[src/rtl/win_check_scheduler.sv]
// -----------------------------------------------------------------------------
// win_check_scheduler
//
// Purpose
//   After a piece is dropped at (row, col) on a ROWS x COLS connect-four board,
//   walk the 13 candidate four-in-a-row directions in order. A direction is
//   launched on an external direction checker only if all four of its cells
//   lie on the board. The first nonzero checker result is kept as the winner.
//
//   Direction codes (chk_direction):
//     1        DOWN                 (dr,dc) = (-k, 0),  k = 1..3
//     2..5     ROW_1..ROW_4         dr = 0, dc spans -3..-1 / -2..+1 / -1..+2 / +1..+3
//     6..9     DIAG_RIGHT_UP_1..4   dr = dc, same spans as ROW_n
//     10..13   DIAG_LEFT_DOWN_1..4  dr as DIAG_RIGHT_UP_n, dc = -dr
//
// Configuration
//   WIN_CHECK_EARLY_EXIT_EN  When defined, a nonzero checker result ends the
//                            sequence immediately. When undefined, every
//                            in-bounds direction is launched.
//
// Parameters
//   ROWS  board rows, 4..8 (row 0 is the bottom row)
//   COLS  board columns, 4..8 (column 0 is the leftmost column)
//
// Ports
//   clk            in   sole clock, rising edge
//   rst            in   asynchronous, active-high reset
//   start          in   one-cycle request; accepted only while idle
//   row, col       in   [2:0] coordinates of the dropped piece
//   busy           out  high while a check sequence runs
//   done           out  one-cycle completion pulse
//   winner         out  [1:0] 00 = none, else player code; held until next start
//   chk_start      out  one-cycle launch pulse to the direction checker
//   chk_row        out  [2:0] latched row driven to the checker
//   chk_col        out  [2:0] latched column driven to the checker
//   chk_direction  out  [3:0] direction code 1..13, 0 when idle
//   chk_finished   in   checker completion pulse
//   chk_winner     in   [1:0] checker result, valid with chk_finished
// -----------------------------------------------------------------------------
module win_check_scheduler #(
  parameter int ROWS = 6,
  parameter int COLS = 7
) (
  input  logic       clk,
  input  logic       rst,
  input  logic       start,
  input  logic [2:0] row,
  input  logic [2:0] col,
  output logic       busy,
  output logic       done,
  output logic [1:0] winner,
  output logic       chk_start,
  output logic [2:0] chk_row,
  output logic [2:0] chk_col,
  output logic [3:0] chk_direction,
  input  logic       chk_finished,
  input  logic [1:0] chk_winner
);

  typedef enum logic [2:0] {
    S_IDLE,
    S_SELECT,
    S_LAUNCH,
    S_WAIT,
    S_DONE
  } state_e;

  localparam logic [3:0]        FIRST_DIR = 4'd1;
  localparam logic [3:0]        LAST_DIR  = 4'd13;
  // Board limits in the same signed width as the offset arithmetic.
  localparam logic signed [5:0] ROW_MAX   = 6'(ROWS - 1);
  localparam logic signed [5:0] COL_MAX   = 6'(COLS - 1);

  state_e     state_q, state_d;
  logic [3:0] dir_q, dir_d;
  logic [2:0] row_q, row_d;
  logic [2:0] col_q, col_d;
  logic [1:0] winner_q, winner_d;
  logic       busy_q, busy_d;
  logic       done_q, done_d;
  logic       chk_start_q, chk_start_d;
  logic [3:0] chk_dir_q, chk_dir_d;

  // ---------------------------------------------------------------------------
  // Offset span of the current direction. Only the extremes matter: the four
  // checked cells lie on a straight line, so the whole set is on the board
  // exactly when both ends are.
  // ---------------------------------------------------------------------------
  logic signed [5:0] dr_lo, dr_hi, dc_lo, dc_hi;

  always_comb begin
    // NOTE: every combinational output gets a default before the case so no
    // path leaves it unassigned (which would infer a latch).
    dr_lo = 6'sd0;
    dr_hi = 6'sd0;
    dc_lo = 6'sd0;
    dc_hi = 6'sd0;
    case (dir_q)
      4'd1:  begin dr_lo = -6'sd3; dr_hi = -6'sd1;                                   end
      4'd2:  begin                                   dc_lo = -6'sd3; dc_hi = -6'sd1; end
      4'd3:  begin                                   dc_lo = -6'sd2; dc_hi =  6'sd1; end
      4'd4:  begin                                   dc_lo = -6'sd1; dc_hi =  6'sd2; end
      4'd5:  begin                                   dc_lo =  6'sd1; dc_hi =  6'sd3; end
      4'd6:  begin dr_lo = -6'sd3; dr_hi = -6'sd1; dc_lo = -6'sd3; dc_hi = -6'sd1; end
      4'd7:  begin dr_lo = -6'sd2; dr_hi =  6'sd1; dc_lo = -6'sd2; dc_hi =  6'sd1; end
      4'd8:  begin dr_lo = -6'sd1; dr_hi =  6'sd2; dc_lo = -6'sd1; dc_hi =  6'sd2; end
      4'd9:  begin dr_lo =  6'sd1; dr_hi =  6'sd3; dc_lo =  6'sd1; dc_hi =  6'sd3; end
      // Left-down diagonals mirror the column span of the right-up ones.
      4'd10: begin dr_lo = -6'sd3; dr_hi = -6'sd1; dc_lo =  6'sd1; dc_hi =  6'sd3; end
      4'd11: begin dr_lo = -6'sd2; dr_hi =  6'sd1; dc_lo = -6'sd1; dc_hi =  6'sd2; end
      4'd12: begin dr_lo = -6'sd1; dr_hi =  6'sd2; dc_lo = -6'sd2; dc_hi =  6'sd1; end
      4'd13: begin dr_lo =  6'sd1; dr_hi =  6'sd3; dc_lo = -6'sd3; dc_hi = -6'sd1; end
      default: ;
    endcase
  end

  // Coordinates are widened to signed 6 bits so that e.g. 0-3 goes negative
  // and 6+3 does not wrap back onto the board.
  logic signed [5:0] r_lo, r_hi, c_lo, c_hi;
  logic              in_bounds;

  always_comb begin
    r_lo      = $signed({3'b000, row_q}) + dr_lo;
    r_hi      = $signed({3'b000, row_q}) + dr_hi;
    c_lo      = $signed({3'b000, col_q}) + dc_lo;
    c_hi      = $signed({3'b000, col_q}) + dc_hi;
    in_bounds = (r_lo >= 6'sd0) && (r_hi <= ROW_MAX) &&
                (c_lo >= 6'sd0) && (c_hi <= COL_MAX);
  end

  // A nonzero checker result may end the sequence early.
  logic early_stop;

`ifdef WIN_CHECK_EARLY_EXIT_EN
  assign early_stop = (chk_winner != 2'b00);
`else
  assign early_stop = 1'b0;
`endif

  // ---------------------------------------------------------------------------
  // Next-state logic. Output registers are loaded from the next state so that
  // every output is a flop and lines up with the state it belongs to.
  // ---------------------------------------------------------------------------
  always_comb begin
    state_d  = state_q;
    dir_d    = dir_q;
    row_d    = row_q;
    col_d    = col_q;
    winner_d = winner_q;

    unique case (state_q)
      S_IDLE: begin
        if (start) begin
          row_d    = row;
          col_d    = col;
          winner_d = 2'b00;
          dir_d    = FIRST_DIR;
          state_d  = S_SELECT;
        end
      end

      S_SELECT: begin
        if (in_bounds) begin
          state_d = S_LAUNCH;
        end else if (dir_q == LAST_DIR) begin
          state_d = S_DONE;
        end else begin
          dir_d = dir_q + 4'd1;
        end
      end

      S_LAUNCH: begin
        state_d = S_WAIT;
      end

      S_WAIT: begin
        if (chk_finished) begin
          // Keep the first nonzero result only.
          if ((winner_q == 2'b00) && (chk_winner != 2'b00)) begin
            winner_d = chk_winner;
          end
          if (early_stop || (dir_q == LAST_DIR)) begin
            state_d = S_DONE;
          end else begin
            dir_d   = dir_q + 4'd1;
            state_d = S_SELECT;
          end
        end
      end

      S_DONE: begin
        dir_d   = FIRST_DIR;
        state_d = S_IDLE;
      end

      default: begin
        dir_d   = FIRST_DIR;
        state_d = S_IDLE;
      end
    endcase

    busy_d      = (state_d == S_SELECT) || (state_d == S_LAUNCH) || (state_d == S_WAIT);
    done_d      = (state_d == S_DONE);
    chk_start_d = (state_d == S_LAUNCH);
    chk_dir_d   = ((state_d == S_LAUNCH) || (state_d == S_WAIT)) ? dir_d : 4'd0;
  end

  // ---------------------------------------------------------------------------
  // State and output registers.
  // ---------------------------------------------------------------------------
  always_ff @(posedge clk or posedge rst) begin
    if (rst) begin
      state_q     <= S_IDLE;
      dir_q       <= FIRST_DIR;
      row_q       <= 3'd0;
      col_q       <= 3'd0;
      winner_q    <= 2'b00;
      busy_q      <= 1'b0;
      done_q      <= 1'b0;
      chk_start_q <= 1'b0;
      chk_dir_q   <= 4'd0;
    end else begin
      // NOTE: non-blocking assignments so every register samples the values
      // from before this edge, independent of statement order.
      state_q     <= state_d;
      dir_q       <= dir_d;
      row_q       <= row_d;
      col_q       <= col_d;
      winner_q    <= winner_d;
      busy_q      <= busy_d;
      done_q      <= done_d;
      chk_start_q <= chk_start_d;
      chk_dir_q   <= chk_dir_d;
    end
  end

  assign busy          = busy_q;
  assign done          = done_q;
  assign winner        = winner_q;
  assign chk_start     = chk_start_q;
  assign chk_row       = row_q;
  assign chk_col       = col_q;
  assign chk_direction = chk_dir_q;

endmodule

[config.mk]
export PLATFORM = sky130hd
export DESIGN_NAME = win_check_scheduler
export DESIGN_NICKNAME = d
export VERILOG_FILES = /design/src/rtl/win_check_scheduler.sv
export SDC_FILE = /design/constraint.sdc
export NUM_CORES = 1
export LEC_CHECK = 0
export CAP_MARGIN = 20
export CORE_UTILIZATION = 49
export CTS_CLUSTER_DIAMETER = 100
export DETAILED_ROUTE_END_ITERATION = 10
export PLACE_DENSITY = 0.76
export SETUP_SLACK_MARGIN = 0.05
export SKIP_CTS_REPAIR_TIMING = 1
export SYNTH_ARGS = -nofsm -noshare
export SYNTH_HDL_FRONTEND = slang
export SYNTH_SLANG_ARGS = --single-unit
[constraint.sdc]
create_clock -name clk -period 3.2 [get_ports clk]
set_input_delay 0.8 -clock clk [delete_from_list [all_inputs] [get_ports clk]]
set_output_delay 0.8 -clock clk [all_outputs]
set_load 0.05 [all_outputs]
==> key figures <==
Route
  • Routed vias/inst: 5.635
  • Drt first pass iters: 4
  • Drt wl/cell: 14.98 µm
  • Starting DRC count in detailed routing: around 110
  • Vias: 1713
  • Remaining DRCs: 0
  • WL final: about 4600 µm
  • Post-DRT Antenna Nets: 0

Worst setup path
  • Worst path arrival time: around 3500 ps
  • Delay-heaviest family, CP: compound AO/OA/AOI/OAI gates
  • CP Cell Sequence: inv_4 > ha_4 > mux2i_1 > a21oi_1 > nor2_1 > a21oi_2 > ha_2 > fa_2 > xnor2_2 > a32o_2 > a211oi_4 > o221ai_4 > a21oi_2 > buf_4 > o211ai_2
  • Crit Reg-Reg Endpoint: dir_q[1]
  • Worst R2R Start: dir_q[0]
  • Crit path kind: reg -> reg
  • CP peak stage delay: roughly 600 ps
  • Crit. path cell count: 15
  • Worst Setup SP: dir_q[0]
  • Reg2Reg Depth: 15
  • Most numerous cell on the critical path: a21oi_2
  • CP Max Fanout: 6
  • Crit path required time: 3410 ps
  • Startpoint types: flop
  • R2R Setup Slk: -120 ps
  • CP Buf/Inv Count: 2
  • CP endpoint: dir_q[1]
  • Crit. End Element: flop
  • Slowest CP cell: dfstp_2

STA
  • Worst-margin pin slew: ~850 ps
  • Min Tclk post-route: approximately 3300 ps
  • Slew headroom: 0.4323
  • Peak Freq: roughly 300 MHz
  • RSZ-0062 raised after global routing: true
  • Post-route setup slack: -121.4 ps
  • Setup TNS: -588.7 ps
  • Max-slew violations: 0
  • Number of setup violations in the final report: 8
  • Clock Skew: approximately 1.5 ps
  • Final hold viol count: 0
  • Period utilization: 1.038

Clocking
  • Max Root-Sink Buffers: 2
  • H-tree levels: 1
  • Root buf cell: clkbuf_4
  • CTS tree: built
  • CTS clk-pin slew, worst paths: about 130 ps
  • Cts bufs inserted: 3
  • Clk_lat worst skew: ~320 ps
  • Clk sink count: 22

Place
  • Number of port buffers: 26
  • Post-DP HPWL: around 3200 µm
  • GPL Wtd Cong: roughly 0.89
  • Dpl cells: approximately 300
  • Worst slack, placed: -99.70 ps

Floorplan
  • Core Area: around 0.0034 mm²
  • Starting density of the core: 0.5205
  • Die footprint: just under 0.004 mm²
  • Die Ht: ~62 µm
  • Std cell rows: 21
  • Total I/O pin count: 27
  • Chip Width: approximately 62 µm

Synth
  • Synthesized area: around 0.0018 mm²
  • Main combinational cell family by area after synthesis: compound AO/OA/AOI/OAI gates
  • Adder-cell share of the synthesized area: 0.1504
  • Multiplexer area fraction after synthesis: 0.04894
  • Syn Area/Cell: 8.777 µm²
  • Top cells by area, synth: dfrtp_1, ha_1, nor2_1
  • Post-synthesis compound-gate area fraction: 0.2348
  • Yosys top cell area share: 0.2979
  • Yosys top cell by area: dfrtp_1
  • Primary FF master, synth: dfrtp_1
  • Simple-gate share of the synthesized area: 0.1844
  • Yosys reg bits: 22
  • Register area share after synthesis: 0.3128
  • Syn_nets: ~230
  • Post-Synth XOR/XNOR Area: 0.009929
  • Yosys cell types: 51
  • EDFF count, synth: 0
  • Synth Instances: 201
  • Synth async-reset ratio: 1.000
  • Synth Warn #: 0

GRT
  • Largest net degree at the start of global routing: 23
  • Initial antenna violation count: 0
  • Total gr overflow: 0
  • All-layer global routing usage: 0.2455
  • Vias in the first global route: between 1000 and 1500
  • First-pass GRT wire length: 7010 µm

Layout
  • FILL cells: 228
  • Nets: slightly below 300
  • Commonest cells after routing, fill and taps aside: buf_4, nor2_1, clkdlybuf4s50_1, dfrtp_1, a21oi_1
  • Layout cells sized above 1: 0.3101
  • # diodes: 0
  • Layout Cells excl Fill: about 300
  • Area grow syn2layout: 41.56%
  • Commonest non-fill, non-tap cell in the layout: buf_4
  • Final Util: 0.7368

Outcome
  • Violated checks: setup timing
  • Status: complete, but fails checks

Min path
  • HP Class: reg -> reg
  • Hold Startpoint: winner[0]

Flow run
  • Max Cap Viol: 0
worst register-to-register path: stages (launching register included):
cell and delay [ps]:
dfstp_2 600, inv_4 60, ha_4 170, mux2i_1 130, a21oi_1 90, nor2_1 120, a21oi_2 50, ha_2 200
fa_2 370, xnor2_2 160, a32o_2 290, a211oi_4 320, o221ai_4 180, a21oi_2 230, buf_4 160, o211ai_2 70
cells in the mapped netlist, drive strengths merged, types with 3 or more instances:
master,instances
nor2,27
dfrtp,21
ha,18
a21oi,17
o21ai,15
nand2,13
inv,12
buf,8
nand3,6
nor3,6
a211oi,5
mux2,5
nand2b,4
nor2b,4
mux2i,3
nand4,3
o21ba,3
sequential cells by signal, summed over array words and instances (netlist names):
name / flops
chk_direction: 4
dir_q: 4
chk_col: 3
chk_row: 3
state_q: 3
winner: 2
busy: 1
chk_start: 1
done: 1
stage by stage:
step | hold WS [ps] | instance area, µm²
after floorplan | 633.8 | 1809
after global placement | 559.7 | 2280
after detailed placement | 565.4 | 2280
after CTS | 583.6 | 2332
after global routing | 609.2 | 2497
final | 589.9 | 2497
cell families (layout without fill, tap and decap cells):
family,Yosys count,count (layout)
XOR/XNOR,2,2
AND/OR/NAND/NOR,68,68
multiplexers,8,8
adder cells (fa/ha/maj),20,20
buffers and inverters,22,78
AO/OA/AOI/OAI,59,60
flip-flops,22,22
area by class of cell:
class	count	area (µm²)	area share
Multi-Input combinational cell	158	1256	0.5030
Inverter	12	47.55	0.01904
Tap cell	46	57.56	0.02305
Timing Repair Buffer	62	530.5	0.2124
Sequential cell	22	553.0	0.2214
Clock inverter	1	30.03	0.01202
Clock buffer	3	22.52	0.009018
per-layer routing:
metal / up-vias / global-route usage / wire length, µm
li1: 840 / - / -
met1: 788 / 0.3813 / 2065
met2: 75 / 0.3678 / 2152
met3: 10 / 0.02277 / 250
met4: 0 / 0.05397 / 86
met5: - / 0 / 0
worst min path at each step:
stage / end / slack, ps / depth (start not counted)
2_1_floorplan: winner[0] / 630 / 3
3_3_place_gp: winner[0] / 560 / 2
3_5_place_dp: winner[0] / 570 / 2
4_1_cts: winner[1] / 580 / 2
5_1_grt: winner[1] / 610 / 2
6_report: winner[0] / 590 / 2
Power is left out: the tool's default activity adds up to more than one toggle a clock period on the data nets, which glitch-free logic cannot reach.
